File: src/rtl/adder_sum_accumulator.sv
// Frame accumulator behind the 4-bit adder: sums COUNT beats (or fewer on flush)
// and hands the total, beat count and overflow flag to the sink over valid/ready.
module adder_sum_accumulator #(
    parameter  int SUM_W = 5,
    parameter  int ACC_W = 8,
    parameter  int COUNT = 4,
    localparam int CNT_W = $clog2(COUNT + 1)
) (
    input  logic             clk,
    input  logic             rst_n,
    input  logic             in_valid,
    output logic             in_ready,
    input  logic [SUM_W-1:0] in_sum,
    input  logic             flush,
    output logic             out_valid,
    input  logic             out_ready,
    output logic [ACC_W-1:0] out_acc,
    output logic [CNT_W-1:0] out_count,
    output logic             out_ovf
);

    typedef enum logic {
        ACC  = 1'b0,
        HOLD = 1'b1
    } state_t;

    localparam logic [CNT_W-1:0] LAST_BEAT = CNT_W'(COUNT - 1);

    state_t           state;
    logic [ACC_W-1:0] acc;
    logic [CNT_W-1:0] cnt;
    logic             ovf;

    logic             accept;
    logic [ACC_W:0]   sum_wide;
    logic [ACC_W-1:0] acc_next;
    logic [CNT_W-1:0] cnt_next;
    logic             ovf_next;
    logic             close_frame;

    // The extra top bit of sum_wide is the carry out of the accumulator.
    always_comb begin
        accept   = in_valid && in_ready;
        sum_wide = {1'b0, acc} + (ACC_W + 1)'(in_sum);
        acc_next = acc;
        cnt_next = cnt;
        ovf_next = ovf;
        if (accept) begin
            acc_next = sum_wide[ACC_W-1:0];
            cnt_next = cnt + CNT_W'(1);
            ovf_next = ovf | sum_wide[ACC_W];
        end
        close_frame = (state == ACC) &&
                      ((accept && (cnt == LAST_BEAT)) ||
                       (flush && ((cnt != '0) || accept)));
    end

    always_ff @(posedge clk) begin
        if (!rst_n) begin
            state     <= ACC;
            in_ready  <= 1'b1;
            out_valid <= 1'b0;
            acc       <= '0;
            cnt       <= '0;
            ovf       <= 1'b0;
            out_acc   <= '0;
            out_count <= '0;
            out_ovf   <= 1'b0;
        end else begin
            unique case (state)
                ACC: begin
                    if (close_frame) begin
                        state     <= HOLD;
                        in_ready  <= 1'b0;
                        out_valid <= 1'b1;
                        out_acc   <= acc_next;
                        out_count <= cnt_next;
                        out_ovf   <= ovf_next;
                        acc       <= '0;
                        cnt       <= '0;
                        ovf       <= 1'b0;
                    end else begin
                        acc <= acc_next;
                        cnt <= cnt_next;
                        ovf <= ovf_next;
                    end
                end
                // Output data registers are left untouched after the handshake.
                HOLD: begin
                    if (out_ready) begin
                        state     <= ACC;
                        in_ready  <= 1'b1;
                        out_valid <= 1'b0;
                    end
                end
            endcase
        end
    end

endmodule

File: config.mk
export PLATFORM = sky130hd
export DESIGN_NAME = adder_sum_accumulator
export DESIGN_NICKNAME = d
export VERILOG_FILES = /design/src/rtl/adder_sum_accumulator.sv
export SDC_FILE = /design/constraint.sdc
export NUM_CORES = 1
export LEC_CHECK = 0
export BUFFER_PORTS_ARGS = -buffer_cell sky130_fd_sc_hd__buf_2
export CORE_MARGIN = 2
export CORE_UTILIZATION = 39
export DETAILED_ROUTE_END_ITERATION = 7
export GPL_TIMING_DRIVEN = 1
export MAX_ROUTING_LAYER = met4
export SYNTH_ARGS = -nofsm -noshare
export SYNTH_HDL_FRONTEND = slang
export SYNTH_SLANG_ARGS = --single-unit
File: constraint.sdc
create_clock -name clk -period 2.4 [get_ports clk]
set_input_delay 0.48 -clock clk [delete_from_list [all_inputs] [get_ports clk]]
set_output_delay 0.48 -clock clk [all_outputs]
set_load 0.02 [all_outputs]
======== After elaboration in Yosys (flattened, before gate mapping) ========
Index checks and enable logic that the tools add are counted.
word-level totals
  bits in registers ....................... 27
  latch bits .............................. 0
  memory bits (writable) .................. 0
  memories kept ........................... 0
  bits in read-only memories .............. 0
cells by class
  equal/unequal tests ..................... 3
  bitwise operators ....................... 2
  shift operators ......................... 0
  multiply operators ...................... 0
  reduce and logical (&&, ||, !) cells .... 9
  divide/modulo/power cells ............... 0
  mux-type cells .......................... 15
  add/sub/neg operators ................... 2
  $lt $le $gt $ge ......................... 0
operators by type and width
  cell                   number
  $mux W8                2
  $add A8 B5 Y9          1
  $mux W1                8
  $mux W3                2
  $pmux W1 S2            3
  $logic_and A1 B1 Y1    4
  $ne A2 B2 Y1 const B   2
  $reduce_and A2 Y1      2
  $add A3 B1 Y3 const B  1
  $eq A3 B2 Y1 const B   1
  $reduce_bool A3 Y1     1
  $logic_or A1 B1 Y1     2
  $not A1 Y1             1
  $or A1 B1 Y1           1

======== Logic depth before layout (Yosys ltp) ========
Gate-level depths: netlist (run 1).
  word-level depth ........................ 7
  gate-level depth with buffers ........... 8

======== Least setup slack after synthesis (run 1) ========
No wires, ideal clock.
  kind .................................... input to register
  start point ............................. in in_sum[0]
  end point ............................... reg out_acc[6]
  setup time .............................. 0.086 ns
  setup slack ............................. 0.434 ns
  cell stages on the path ................. 7
  buffers on the path ..................... 0
  arrival ................................. 1.880 ns
  cells stage by stage .................... ha_1 > fa_1 > a211oi_1 > o21bai_1 > nand3_1 > xor2_1 > a211oi_1
on the way
  longest elaborated chain between the ends .. 2
RTL lines
  element               RTL line  text
  start, declared       13        input logic [SUM_W-1:0] in_sum,
  $add A8 B5 Y9         44        sum_wide = {1'b0, acc} + (ACC_W + 1)'(in_sum);
  $mux W8               48        if (accept) begin
  end signal, assigned  76        out_acc <= acc_next;
  end, declared         17        output logic [ACC_W-1:0] out_acc,
No other way between the ends.
A chain may end at the register's enable or synchronous reset.

======== Worst setup path after layout (run 1) ========
  start point ............................. reg acc[0]
  end point ............................... reg out_acc[4]
on the way
  longest elaborated chain between the ends .. 2
RTL lines
  element                 RTL line  text
  start, declared         30        logic [ACC_W-1:0] acc;
  start signal, assigned  83        acc <= acc_next;
  $add A8 B5 Y9           44
  $mux W8                 48
No other way between the ends.

==> run metrics, run 1 <==
clk sinks 27; Die H 64.2 um; critical path type register to register; via count ~1,200; CTS Hold Bufs 0; EDFF count, synth 0; CP cell instances ha_1 -> fa_1 -> a211oi_1 -> nor2_1 -> o31ai_1 -> nor3_1 -> nor3_1; Core Box Area about 3400 um^2; Initial Utilization 41.4%; pin count of the biggest net entering global routing 19; die width 64.2 um; Detail Placement HPWL 2.11 mm; delay-heaviest family, CP adder cells; Simple-Gate Fraction of Synth Area 21.5%; Antenna diodes 0; final wirelength 2.82 mm; Synth Area in XOR/XNOR under 10%; antenna violations before repair 0; TNS Setup 0 ps; DRT Pass-1 Iters 4; CP peak stage delay 440 ps; die area 4120 um^2; Worst Hold Class primary input to register; Leak 0.708 nW; Final Util approximately 47%; fmax 498 MHz; Adder-Cell Fraction of Synth Area 8.50%; vias in the first global route 1,157; Synth Area in Compound Gates 22.5%; post-synthesis mux area share under 10%; Worst Skew 7.26 ps; fraction of registers with async set/reset 0%; Crit Path Max Fanout 3; Synthesis Warnings 0; DR iter-0 viols 21; PortBufs 23; Fin. Hold Viols 0; Power per Cell Area about 600 nW/um^2; number of remaining DRC errors 0; CP most frequent cell nor3_1; wire length on met3 about 74 um; TritonCTS Buffers 3; slowest CP cell fa_1; Final GP Congestion 0.844; grt ovf 0; Clock Tree Root clkbuf_4; CTS tree yes; CTS HTree Levels 1; FF+latch count, synth 27; fin nets between 200 and 250; max-slew violation count 0; Slew headroom 53.6%; Critical Path End Type register; Cell Area, Synth 1410 um^2; Final ANT Viol Nets 0; largest family of logic cells by synthesized area compound AO/OA/AOI/OAI gates; WL/cell 12.2 um; critical path required time approximately 2700 ps; RSZ-0062 raised after global routing no; cts repair resizes 0; Area Growth Syn to Fin 13.3%; clock transition at the registers of the reported paths 150 ps; WP data arrival 2260 ps; GRT Util Overall 15.4%; met1 WL roughly 1.5 mm; share of cells above drive strength 1 about a fifth; Mapped Nets 181; clock tree buffer depth 2; Final setup viols 0; most used flip-flop cell after synthesis dfxtp_1; Tmin final roughly 2000 ps; vias per cell 5.23; VDD IR max 0.325 mV; Highest Signal Layer met4; maxcap violations 0; Worst Tran Pin Value 689 ps; Cell variety after synth 43; final worst-path cycle share between 80% and 90%; FP Rows 21; first-pass GRT wire length 5.08 mm; crit path buf inv count 0; cells after synthesis ~160; Avg Cell Area, Syn 8.73 um^2; outcome finished, final reports clean; Worst Setup Start Kind register; clock latency on the worst-skew pair 320 ps; Post-CTS Setup Bufs 0; IO Pins 24; metal2 WL 1.27 mm; sequential share of the synthesized area around two fifths
-- synthesized netlist by cell type (2+ instances only) --
library cell  instances  area [um^2]
nand3_1               5         25.0
nor3_1                3         15.0
nand2_1              14         52.6
clkbuf_1              5         18.8
a211oi_1              8         60.1
a22oi_1               6         45.0
o21ai_0               9         45.0
xnor2_1               2         17.5
or3_1                 2         12.5
o31ai_1               2         15.0
a311oi_1              2         17.5
xor2_1                3         26.3
a31oi_1               2         12.5
a21o_1                2         15.0
dfxtp_1              27          541
inv_1                 4         15.0
mux2i_1               3         30.0
nor2_1               24         90.1
a21oi_1               8         40.0
ha_1                  8          100
-- logic make-up (layout without fill, tap and decap cells) --
logic type,count (synthesis),in the layout
mux,3,3
simple gates,61,61
buf+inv,12,35
xor+xnor,5,5
flops,27,27
fa+ha+maj,9,9
compound gates,45,45
-- sequential cells by signal, summed over array words and instances (netlist names) --
signal     cells
in_ready       1
acc            8
out_ovf        1
cnt            3
state          1
out_count      3
ovf            1
out_acc        8
out_valid      1
-- power by group --
part / total [mW] / internal, mW / switching (mW)
Combinational: 0.259 / 0.103 / 0.156
Clock: 0.199 / 0.0623 / 0.137
Sequential: 0.510 / 0.482 / 0.0274
-- through the flow --
stage          hold slack (ps)  cells  total power, mW  setup slack, ps  area, um^2
6_report                   393    231            0.967              392        1600
5_1_grt                    398    231             1.03              189        1600
4_1_cts                    386    231            0.975              403        1600
3_5_place_dp               472    227            0.779              158        1570
3_3_place_gp               462    227            0.777              194        1570
2_1_floorplan              475    162            0.709              434        1410
-- layout make-up --
| class | count | area, um^2 |
|---|---|---|
| flip-flops and latches | 27 | 541 |
| clock buffers | 3 | 22.5 |
| clock inverters | 1 | 5.00 |
| inverters | 4 | 15.0 |
| well taps | 46 | 57.6 |
| multi-input cells | 123 | 816 |
| repair buffers | 27 | 145 |
| fillers | 358 | 1810 |
-- path summary, 6_finish.rpt --
kind | endpoint | depth (start not counted) | start | slack [ps]
worst max register to register | out_acc[4] | 7 | acc[0] | 390
worst max-delay path | out_acc[4] | 7 | acc[0] | 390
worst min register to register | out_acc[3] | 2 | out_acc[3] | 490
worst min-delay path | in_ready | 2 | rst_n | 390
-- per-layer routing --
layer	global-route usage, %	up-vias
met1	20.4	567
met2	25.5	14
met5	-	-
met3	1.76	2
met4	3.19	0
li1	-	624
-- placed cells by master (no fill, tap or decap), types with 4 or more instances in the layout --
master / count
dfxtp_1: 27
nor2_1: 24
buf_2: 23
nand2_1: 14
o21ai_0: 9
a211oi_1: 8
a21oi_1: 8
ha_1: 8
a22oi_1: 6
nand3_1: 5
inv_1: 4
buf_4: 4
No activity file was read; power rests on OpenSTA's default activity.
==> inputs of run 2 (changes only) <==
==> constraint.sdc (replaced) <==
create_clock -name clk -period 2 [get_ports clk]
set_input_delay 0.4 -clock clk [delete_from_list [all_inputs] [get_ports clk]]
set_output_delay 0.4 -clock clk [all_outputs]
set_load 0.02 [all_outputs]
==> run 2 against run 1 <==
Core utilization is 2.3 points higher. Power is 24% higher. Global-route usage is 1.5 points higher. Sequential share of layout area is 1.5 points lower. Clock power is 26% higher. Count of clock-buffer cells in the layout stayed put. Combinational power is 34% higher. Register-to-register slack worse by 300 ps. Critical endpoint is now acc[6]. Non-clock buffer count is 7 higher. Setup slack worse by 300 ps. Hold slack worse by 85 ps.
==> run metrics, run 2 (synthesis gave the netlist of run 1 again) <==
die width 64.2 um; Power per Cell Area 716 nW/um^2; grt ovf 0; Detail Placement HPWL 2.21 mm; post-placement cell count between 200 and 250; critical path type register to register; PortBufs 23; most common cell after layout, fill and taps aside dfxtp_1; NetSw 404 uW; WP data arrival between 2000 and 2500 ps; final worst setup slack 93.5 ps; CTS HTree Levels 1; clock transition at the registers of the reported paths 150 ps; via count 1,232; final wirelength 3.06 mm; share of cells above drive strength 1 26.6%; GRT Util Overall ~17%; slowest CP cell or4_1; P_int between 700 and 800 uW; worst reg2reg path depth 8; Initial Utilization 41.4%; Worst Tran Pin Value 516 ps; IO Pins 24; dpl ws -146 ps; antenna violations before repair 0; Die H approximately 64 um; WL/cell 12.9 um; hold depth 2; DP Area 1610 um^2; Tmin final 1910 ps; Final GP Congestion 0.835; Clock Tree Root clkbuf_4; Worst Skew ~3.1 ps; CTS Hold Bufs 0; max-slew violation count 0; pin count of the biggest net entering global routing 23; Leak 0.745 nW; number of remaining DRC errors 0; Clock power frac between 20% and 30%; most frequent cells in the layout dfxtp_1, nor2_1, buf_2, nand2_1, buf_4; die area 4120 um^2; total design power 1.20 mW; Final setup viols 0; final non-filler cell total 238; Core Box Area 3420 um^2; Top Registers acc x8, out_acc x8; Crit Path Max Fanout 6; maxcap violations 0; VDD IR max 0.268 mV; Fin. Hold Viols 0; clk sinks 27; RSZ-0062 raised after global routing no; Critical Path End Type register; critical path required time 2300 ps; Final Util 49.2%; CTS tree yes; FP Rows 21; Hold Path Sink in_ready; clock latency on the worst-skew pair 340 ps; DR iter-0 viols 31; min-delay src rst_n; Antenna diodes 0; worst reg-to-reg setup slack 90 ps; fin nets 212; CP cell instances ha_1 -> ha_2 -> nor2_4 -> a2bb2oi_4 -> buf_6 -> nand2b_2 -> or4_1 -> nand3_1; vias per cell approximately 5.2; delay-heaviest family, CP simple AND/OR/NAND/NOR gates; final worst-path cycle share 95.3%; crit path buf inv count 1; DRT Pass-1 Iters 4; outcome finished, final reports clean; CP peak stage delay 480 ps; switching portion of total power 33.6%; first-pass GRT wire length 5.40 mm; reg2reg end acc[6]; Gate power share 28.9%; TNS Setup 0 ps; Worst Hold Class primary input to register; clock tree buffer depth 2; Fin Hold WS 308 ps; vias in the first global route 1,206; Slew headroom between 60% and 70%; r2r startpoint cnt[0]; Final ANT Viol Nets 0; Worst Setup Start Kind register; TritonCTS Buffers 3; fmax between 500 and 600 MHz; Area Growth Syn to Fin 18.8%; post-route cell area 1680 um^2; Flop pwr share 50.2%
run 2: timing repair:
item	CTS	global route
pin swaps	0	2
endpoints found under the setup margin	13	11
gates resized for setup	2	5
setup buffers	0	2
run 2: layout make-up:
class	count	area (um^2)
Clock buffer	3	22.5
Clock inverter	1	5.00
Fill cell	343	1740
Inverter	4	15.0
Multi-Input combinational cell	123	836
Sequential cell	27	542
Tap cell	46	57.6
Timing Repair Buffer	34	201
run 2: how the worst max path moves through the flow:
stage / start / end / slack [ps] / cells after the start
final: cnt[0] / acc[6] / 90 / 8
after global routing: cnt[1] / out_acc[1] / 4 / 7
after CTS: cnt[0] / acc[6] / 5 / 8
after detailed placement: cnt[0] / out_count[1] / -150 / 7
after global placement: in_sum[0] / out_ovf / -110 / 7
after floorplan: in_sum[0] / out_acc[6] / 110 / 7
run 2: worst register-to-register path, stage by stage, from the launching register on:
cell and delay, ps:
dfxtp_2 360, ha_1 200, ha_2 200, nor2_4 120, a2bb2oi_4 190, buf_6 140
nand2b_2 80, or4_1 480, nand3_1 90
run 2: power by group through the flow:
stage	Combinational [mW]	Sequential [mW]	Clock, mW
after floorplan	0.205	0.646	0
after global placement	0.328	0.613	0
after detailed placement	0.332	0.614	0
after CTS	0.337	0.604	0.258
after global routing	0.386	0.611	0.281
final	0.348	0.603	0.251
run 2: metal layers:
metal  vias to the layer above  share of wire [%]  wire, um  GRT usage [%]
li1                        637                  -         -              -
met3                         5                3.6       110           2.29
met4                         0                1.6        48           6.38
met2                        24                 47      1450           28.3
met5                         -                  0         0              -
met1                       566                 47      1450           20.7
==> inputs of run 3 (changes only) <==
--- a/config.mk
+++ b/config.mk
@@ -11,6 +11,7 @@
 export DETAILED_ROUTE_END_ITERATION = 7
 export GPL_TIMING_DRIVEN = 1
 export MAX_ROUTING_LAYER = met4
+export SKIP_CTS_REPAIR_TIMING = 1
 export SYNTH_ARGS = -nofsm -noshare
 export SYNTH_HDL_FRONTEND = slang
 export SYNTH_SLANG_ARGS = --single-unit
==> constraint.sdc (replaced) <==
create_clock -name clk -period 2 [get_ports clk]
set_input_delay 0.6 -clock clk [delete_from_list [all_inputs] [get_ports clk]]
set_output_delay 0.6 -clock clk [all_outputs]
set_load 0.02 [all_outputs]
==> run 3 against run 2 <==
Combinational power is 1% higher. Highest routed layer unchanged. Largest cell class unchanged. Fmax is 1.2% lower. Wire length is 1.3% higher.
==> run metrics, run 3 (synthesis gave the netlist of run 1 again) <==
Sequential cell area 541 um^2; final worst-path cycle share between 90% and 100%; IO Pins 24; pin count of the biggest net entering global routing 23; die area 4120 um^2; critical path type primary input to register; Crit Path Max Fanout 3; Core Box Area 3420 um^2; clk sinks 27; WL/cell 12.9 um; critical path required time 2230 ps; Critical Path End Type register; FP Rows 21; Tmin final approximately 1900 ps; die width 64.2 um; fin nets ~220; Detail Placement HPWL 2.29 mm; via count 1,287; Initial Utilization 41.4%; Final GP Congestion 0.871; Power per Cell Area 707 nW/um^2; WP data arrival about 2200 ps; clock tree buffer depth 2; CP cell instances buf_2 -> ha_1 -> fa_2 -> a21o_1 -> a211oi_1 -> o31ai_2 -> a22oi_1 -> nor2_1; Final ANT Viol Nets 0; total design power approximately 1.2 mW; fillers 350; antenna violations before repair 0; DRT Pass-1 Iters 4; maxcap violations 0; max-slew violation count 0; grt ovf 0; clock latency on the worst-skew pair 320 ps; Antenna diodes 0; clock transition at the registers of the reported paths 140 ps; Worst Hold Class register to register; Worst Tran Pin Value approximately 670 ps; fmax 518 MHz; final wirelength 3.10 mm; CP peak stage delay 390 ps; Top Registers acc x8, out_acc x8; outcome finished, final reports clean; VDD IR max 0.241 mV; PortBufs 23; most common cell after layout, fill and taps aside dfxtp_1; most frequent cells in the layout dfxtp_1, nor2_1, buf_2, nand2_1, buf_4; Die H between 60 and 70 um; Slew headroom between 50% and 60%; Fin Hold WS 494 ps; Area Growth Syn to Fin 20.1%; number of remaining DRC errors 0; TNS Setup 0 ps; CTS HTree Levels 1; Leak 0.761 nW; Worst Setup Start Kind primary input; DR iter-0 viols 48; vias in the first global route 1,214; share of cells above drive strength 1 26.7%; Final setup viols 0; Clock Tree Root clkbuf_4; first-pass GRT wire length ~5.4 mm; vias per cell 5.34; GRT Util Overall between 10% and 20%; CTS tree yes; TritonCTS Buffers 3; multi-input combinational cell area between 800 and 900 um^2; Worst Skew approximately 3.1 ps; Fin. Hold Viols 0; slowest CP cell fa_2
[run 3: changes by cell type in the layout (fill, tap and decap cells not counted), sizes merged]
cell | previous run | this run
buf | 34 | 37
clkbuf | 3 | 4
clkinv | 1 | 0
[run 3: metal layers]
| layer | vias up | global-route usage (%) | part of all wire (%) |
|---|---|---|---|
| met3 | 4 | 2.82 | 3.4 |
| li1 | 649 | - | - |
| met1 | 608 | 21.2 | 48 |
| met2 | 26 | 27.9 | 47 |
| met5 | - | - | 0 |
| met4 | 0 | 5.85 | 1.2 |
[run 3: worst paths after layout]
| kind | start | end | slack [ps] | cells after the start |
|---|---|---|---|---|
| setup / recovery | in_sum[0] | acc[4] | 70 | 8 |
| hold / removal | out_acc[3] | out_acc[3] | 490 | 2 |
| setup reg to reg | acc[0] | acc[4] | 90 | 7 |
| hold reg to reg | out_acc[3] | out_acc[3] | 490 | 2 |
[run 3: stage by stage]
step	utilization (%)	setup slack, ps	instance area [um^2]	std cells
after floorplan	-	14.9	1420	162
after global placement	48.5	-164	1660	237
after detailed placement	48.5	-196	1660	237
after CTS	49.3	118	1680	241
after global routing	49.7	-42.2	1700	241
final	49.7	70.8	1700	241
[run 3: area by class of cell]
cell class,instances,share of cell area (%)
clock buffer,4,1.55
timing repair buffer,37,13.0
multi-input combinational,123,49.4
sequential,27,31.8
inverter,4,0.884
tap,46,3.39
[run 3: report_power, final]
group          switching (mW)  leakage [nW]  total [mW]  internal (mW)
registers              0.0346         0.220       0.613          0.579
clock network           0.158        0.0150       0.236         0.0781
logic                   0.200         0.526       0.352          0.152
[run 3: critical path: cells and delay by family]
kind / cells / cell delay [ps]
fa+ha+maj: 2 / 610
compound gates: 4 / 790
buf+inv: 1 / 100
simple gates: 1 / 60
